**config.mk**
```make
export PLATFORM = sky130hd
export DESIGN_NAME = onehot_decoder_pipe
export DESIGN_NICKNAME = d
export VERILOG_FILES = /design/src/rtl/onehot_decoder_pkg.sv /design/src/rtl/onehot_decode_core.sv /design/src/rtl/onehot_decoder_pipe.sv
export SDC_FILE = /design/constraint.sdc
export NUM_CORES = 1
export LEC_CHECK = 0
export CORE_ASPECT_RATIO = 2
export CORE_MARGIN = 2
export CORE_UTILIZATION = 55
export DETAILED_ROUTE_END_ITERATION = 7
export GPL_ROUTABILITY_DRIVEN = 0
export PLACE_DENSITY = 0.81
export SLEW_MARGIN = 25
export SYNTH_ARGS = -nofsm -noshare
export SYNTH_HDL_FRONTEND = slang
export SYNTH_HIERARCHICAL = 1
export SYNTH_SLANG_ARGS = --single-unit
export TNS_END_PERCENT = 5
```
**constraint.sdc**
```tcl
create_clock -name clk -period 1.6 [get_ports clk]
set_input_delay 0.4 -clock clk [delete_from_list [all_inputs] [get_ports clk]]
set_output_delay 0.4 -clock clk [all_outputs]
set_load 0.005 [all_outputs]
```
**src/rtl/onehot_decoder_pkg.sv**
```systemverilog
// Shared types for the registered one-hot decoder.
//   dec_mode_e   : per-beat decode mode carried on in_mode
//   skid_state_e : occupancy of the 2-entry output skid buffer
package onehot_decoder_pkg;

  typedef enum logic [1:0] {
    DEC_ONEHOT = 2'b00,  // result = D(idx)
    DEC_THERMO = 2'b01,  // result = bits [b:0] set
    DEC_ACCUM  = 2'b10,  // acc |= D(idx), result = new acc
    DEC_ACCLR  = 2'b11   // acc  = D(idx), result = D(idx)
  } dec_mode_e;

  typedef enum logic [1:0] {
    SKID_EMPTY = 2'd0,
    SKID_ONE   = 2'd1,
    SKID_TWO   = 2'd2
  } skid_state_e;

endpackage

```
**src/rtl/onehot_decode_core.sv**
```systemverilog
// Combinational index decoder.
//   idx    in  IN_W     index to decode
//   onehot out 2**IN_W  single bit b set (all-zeros for idx 0 when ZERO_IS_NONE)
//   thermo out 2**IN_W  bits [b:0] set (all-zeros for idx 0 when ZERO_IS_NONE)
// With ZERO_IS_NONE the bit position is b = idx-1, otherwise b = idx.
module onehot_decode_core #(
  parameter int IN_W         = 5,
  parameter bit ZERO_IS_NONE = 1'b1
) (
  input  logic [IN_W-1:0]      idx,
  output logic [2**IN_W-1:0]   onehot,
  output logic [2**IN_W-1:0]   thermo
);

  localparam int OUT_W = 2**IN_W;

  // NOTE: every variable written in always_comb gets a default first, so no
  // path through the block can leave it unassigned and infer a latch.
  always_comb begin
    onehot = '0;
    for (int i = 0; i < OUT_W; i++) begin
      if (ZERO_IS_NONE) onehot[i] = (int'(idx) == i + 1);
      else              onehot[i] = (int'(idx) == i);
    end
  end

  // Filling every bit below the set bit gives the thermometer code; the
  // explicit zero test keeps the "no bit set" case from wrapping to all-ones.
  assign thermo = (onehot == '0) ? '0 : (onehot | (onehot - OUT_W'(1)));

endmodule

```
**src/rtl/onehot_decoder_pipe.sv**
```systemverilog
// Registered index decoder with one-hot / thermometer / OR-accumulate modes
// and a valid/ready output stream behind a 2-entry skid buffer.
//   clk        in   1       rising-edge clock
//   rst_n      in   1       asynchronous active-low reset
//   in_valid   in   1       index/mode beat valid
//   in_ready   out  1       beat can be accepted (depends on state only)
//   in_index   in   IN_W    index to decode
//   in_mode    in   2       see dec_mode_e
//   out_valid  out  1       out_data valid
//   out_ready  in   1       consumer takes out_data
//   out_data   out  2**IN_W decoded vector, holds last value after a pop
//   acc_state  out  2**IN_W accumulator contents
module onehot_decoder_pipe
  import onehot_decoder_pkg::*;
#(
  parameter int                 IN_W         = 5,
  parameter bit                 ZERO_IS_NONE = 1'b1,
  parameter logic [2**IN_W-1:0] RESET_OUT    = '0
) (
  input  logic                clk,
  input  logic                rst_n,
  input  logic                in_valid,
  output logic                in_ready,
  input  logic [IN_W-1:0]     in_index,
  input  logic [1:0]          in_mode,
  output logic                out_valid,
  input  logic                out_ready,
  output logic [2**IN_W-1:0]  out_data,
  output logic [2**IN_W-1:0]  acc_state
);

  localparam int OUT_W = 2**IN_W;

  skid_state_e      state_q, state_d;
  logic [OUT_W-1:0] onehot, thermo, result;
  logic [OUT_W-1:0] acc_q, acc_d;
  logic [OUT_W-1:0] out_q, skid_q;
  logic             accept;
  logic             load_out, load_skid, pop_skid;

  onehot_decode_core #(
    .IN_W         (IN_W),
    .ZERO_IS_NONE (ZERO_IS_NONE)
  ) u_core (
    .idx    (in_index),
    .onehot (onehot),
    .thermo (thermo)
  );

  // in_ready comes straight from the state register, so out_ready has no
  // combinational route to it.
  assign in_ready  = (state_q != SKID_TWO);
  assign out_valid = (state_q != SKID_EMPTY);
  assign accept    = in_valid & in_ready;
  assign out_data  = out_q;
  assign acc_state = acc_q;

  // Mode mux: accumulate modes report the post-update accumulator value.
  always_comb begin
    result = onehot;
    acc_d  = acc_q;
    case (dec_mode_e'(in_mode))
      DEC_ONEHOT: result = onehot;
      DEC_THERMO: result = thermo;
      DEC_ACCUM: begin
        acc_d  = acc_q | onehot;
        result = acc_q | onehot;
      end
      DEC_ACCLR: begin
        acc_d  = onehot;
        result = onehot;
      end
      default: result = onehot;
    endcase
  end

  // Skid buffer control. out_q is the head entry, skid_q the second one.
  always_comb begin
    state_d   = state_q;
    load_out  = 1'b0;
    load_skid = 1'b0;
    pop_skid  = 1'b0;
    case (state_q)
      SKID_EMPTY: begin
        if (accept) begin
          load_out = 1'b1;
          state_d  = SKID_ONE;
        end
      end
      SKID_ONE: begin
        if (accept && out_ready) begin
          // Head leaves and the new result takes its place in the same edge.
          load_out = 1'b1;
        end else if (accept) begin
          load_skid = 1'b1;
          state_d   = SKID_TWO;
        end else if (out_ready) begin
          state_d = SKID_EMPTY;
        end
      end
      SKID_TWO: begin
        if (out_ready) begin
          pop_skid = 1'b1;
          state_d  = SKID_ONE;
        end
      end
      default: state_d = SKID_EMPTY;
    endcase
  end

  // NOTE: sequential state is written with <= so every flop samples the
  // values from before the edge, independent of statement order.
  always_ff @(posedge clk or negedge rst_n) begin
    if (!rst_n) state_q <= SKID_EMPTY;
    else        state_q <= state_d;
  end

  // NOTE: skid_q is only read when the state says it is occupied, so its
  // reset is not functionally needed; it is cleared anyway to keep it X-free.
  always_ff @(posedge clk or negedge rst_n) begin
    if (!rst_n) begin
      out_q  <= RESET_OUT;
      skid_q <= '0;
      acc_q  <= RESET_OUT;
    end else begin
      if (load_out)      out_q <= result;
      else if (pop_skid) out_q <= skid_q;
      if (load_skid)     skid_q <= result;
      if (accept)        acc_q <= acc_d;
    end
  end

  // An unknown index on a valid beat is a producer bug; nothing here repairs it.
  a_index_known: assert property (
    @(posedge clk) disable iff (!rst_n) in_valid |-> !$isunknown(in_index)
  );

endmodule

```
==> results.tsv <==
stage	metric	value	unit
logic_synthesis	avgSynthCellArea	9.55	sq um
sta	slew_violations	0	
worst_hold_path	hold_path_class	in2async	
floorplanning	dieArea	10200	sq um
sta	rsz0062_at_grt	yes	
setup_path	timing.rr.start	state_q[1]$_DFFE_PN0P_	
setup_path	worstReg2RegEnd	out_data[24]$_DFFE_PN0P_	
job	cap_violations	0	
setup_path	crit_required	1.88	ns
setup_path	crit_path_start	in_index[4]	
clocking	clk_pin_slew	0.07	ns
power_and_ir_drop	clkPwrFrac	29.6	%
placement	io_buffers	76	
detailed_routing	post_drt_via_cell_ratio	6.19	
logic_synthesis	synth-edff-count	0	
sta	tns	0	ns
layout	final_nets	675	
power_and_ir_drop	power_leakage	3.62	nW
power_and_ir_drop	sw_frac_of_total	29.8	%
setup_path	reg2reg_depth	7	
logic_synthesis	synthTopCellsByArea	dfrtp_1 47%, mux2i_1 13%, nor2_1 7.4%, a21oi_1 6.6%, o31a_1 5.6%	
sta	clock_skew	0.00655	ns
sta	whs	0.399	ns
logic_synthesis	netlist_area	5170	sq um
clocking	clock-sinks	98	
layout	drive_gt1_share	21.8	%
floorplanning	start_util	55.8	%
setup_path	rrSetupSlack	0.02	ns
power_and_ir_drop	pwr-share-seq	43.4	%
power_and_ir_drop	combPwrFrac	27.0	%
detailed_routing	drt_first_iter_violations	341	
clocking	clkLatencyLatePin	0.35	ns
global_route	antenna_found_initial	0	
layout	syn_to_final_growth	36.7	%
clocking	root_buffer	clkbuf_16	
detailed_routing	routed_wl	15500	um
logic_synthesis	synth_warnings	6	
setup_path	worstSetupPathType	in2reg	
global_route	gr-total-overflow	0	
global_route	grt_max_degree	57	
sta	timing.fmax	630	MHz
floorplanning	die_y	141	um
power_and_ir_drop	powerDensity	1110	nW/um^2
setup_path	cp-end-kind	flip-flop	
global_route	grt_pass1_vias	4813	
clocking	cts_tree	yes	
layout	n_antenna_cell	0	
logic_synthesis	yosysSeqAreaShare	47.4	%
global_route	grt_pass1_wl	23900	um
clocking	cts-buffers-inserted	9	
clocking	cts.htree.levels	3	
logic_synthesis	async_reset_ff_share	100	%
sta	finalSetupViolations	0	
logic_synthesis	ys_ff_latch	98	
sta	final_hold_viol_count	0	
placement	dp_hpwl	9210	um
logic_synthesis	synth_top_area_share	47.4	%
setup_path	cp_max_fo	6	
floorplanning	die_x	72.5	um
clocking	clock_tree.buffer_depth	2	
setup_path	cp.arrival	1.86	ns
logic_synthesis	yosysTopAreaCell	dfrtp_1	
logic_synthesis	yosysUniqueCellTypes	33	
power_and_ir_drop	switching_power	2.35	mW
setup_path	crit_path_start_kind	input port	
sta	period_minus_slack	1.59	ns
outcome	status	finished clean	
floorplanning	rows	50	
sta	finalCritPeriodShare	99.2	%
detailed_routing	vias	4768	
detailed_routing	wl_per_cell	20.1	um
detailed_routing	final_antenna_net_count	0	
logic_synthesis	syn-instance-count	541	
power_and_ir_drop	p_int	5.53	mW
detailed_routing	dr.pass1.iters	5	
global_route	grt_use_total	30.2	%
floorplanning	core	9260	sq um
floorplanning	ioPinCount	77	
detailed_routing	drc	0	
power_and_ir_drop	irDropWorstVdd	1030	uV
logic_synthesis	synth_ff_type	dfrtp_1	
## through the flow
step / power, mW / instances / setup WS (ns) / cell area (sq um) / utilization [%]
global placement: 5.31 / 739 / -0.714 / 6450 / 69.7
detailed placement: 5.45 / 739 / -0.772 / 6450 / 69.7
global route: 8.22 / 770 / -0.0303 / 7070 / 76.3
finish: 7.87 / 770 / 0.0133 / 7070 / 76.3
CTS: 7.81 / 764 / -0.0794 / 6940 / 75.0
floorplan: 4.45 / 542 / -0.0389 / 5180 / -
## cells in the final DEF (no fill, tap or decap), types with 3 or more instances in the layout
master	netlist	final
nand3b_1	3	3
buf_12	0	13
o21ai_0	4	4
buf_6	3	3
or3b_4	1	3
a22o_1	32	32
clkbuf_16	0	11
nand2_1	43	42
inv_1	6	5
a21oi_1	68	67
mux2i_1	66	64
dfrtp_1	98	98
buf_16	0	4
dlymetal6s2s_1	0	6
clkbuf_2	2	7
nor3_2	0	5
nand2b_1	5	3
buf_4	7	60
nor2_4	0	3
o31a_1	33	33
dlygate4sd2_1	0	59
nor2_1	102	86
o21bai_1	3	3
nor2_2	0	13
## per-layer routing
layer	part of all wire, %	global-route usage (%)	vias to the layer above
met3	6.1	4.93	60
met4	5.1	15.8	0
met2	52	51.9	217
met5	0	0	-
met1	37	35.3	2361
li1	-	-	2130
## synthesized netlist by cell type (2+ instances only)
master      n
nand3b_1    3
clkbuf_2    2
o21ai_0     4
a21oi_1    68
o31a_1     33
nand2b_1    5
nor2b_1     3
a21boi_0    2
clkbuf_1    8
a22o_1     32
dfrtp_1    98
nor3_1      6
inv_1       6
nor2_1    102
nand3_1     3
mux2i_1    66
ha_1        3
buf_4       7
o21bai_1    3
buf_2      30
buf_6       3
nand2_1    43
## how the worst max path moves through the flow
stage / end / slack [ns] / depth (start not counted)
3_3_place_gp: out_data[8]$_DFFE_PN0P_ / -0.71 / 6
4_1_cts: out_valid / -0.08 / 2
3_5_place_dp: out_data[10]$_DFFE_PN0P_ / -0.77 / 8
5_1_grt: out_data[24]$_DFFE_PN0P_ / -0.03 / 7
6_report: out_data[10]$_DFFE_PN0P_ / 0.01 / 8
2_1_floorplan: out_data[3]$_DFFE_PN0P_ / -0.04 / 6
## area by class of cell
type	count	area (sq um)
repair buffers	158	1560
clock buffers	11	233
fillers	631	2190
flip-flops and latches	98	2450
well taps	104	130
inverters	6	22.5
multi-input cells	388	2580
clock inverters	5	86.3
## what timing repair did
action | 4_1_cts | 5_1_grt
setup buffers | 4 | 4
endpoints found under the hold margin | 2 | 0
pin swaps | 9 | 9
hold buffers | 1 | 0
cloned | 4 | 2
setup endpoints to repair | 141 | 71
gates resized for setup | 106 | 36
## state kept, by name, indices dropped and copies added (netlist names)
| signal | count |
|---|---|
| out_data | 32 |
| skid_q | 32 |
| state_q | 2 |
| acc_state | 32 |
## cells by family (layout without fill, tap and decap cells)
logic type / count (synthesis) / after routing / synth area share [%]
adders and majority gates: 3 / 3 / 0.726
muxes: 66 / 66 / 12.8
and+or+nand+nor: 172 / 172 / 14.0
other: 1 / 2 / 0.0726
buffers and inverters: 56 / 180 / 5.79
AOI/OAI and AO/OA: 145 / 145 / 19.2
DFF: 98 / 98 / 47.4
## power by group through the flow
stage / registers, mW / clock network, mW / logic (mW)
after floorplan: 3.39 / 0 / 1.06
after global placement: 3.41 / 0 / 1.91
after detailed placement: 3.45 / 0 / 2.00
after CTS: 3.41 / 2.35 / 2.06
after global routing: 3.47 / 2.46 / 2.29
final: 3.42 / 2.33 / 2.12
## critical path, stage by stage
cell and delay (ns):
buf_2 0.14, buf_4 0.16, or3b_4 0.42, nor2_4 0.12
buf_4 0.12, nor2_1 0.04, o31a_1 0.31, mux2i_1 0.15
Note: power is estimated with default switching activity, not from simulation.
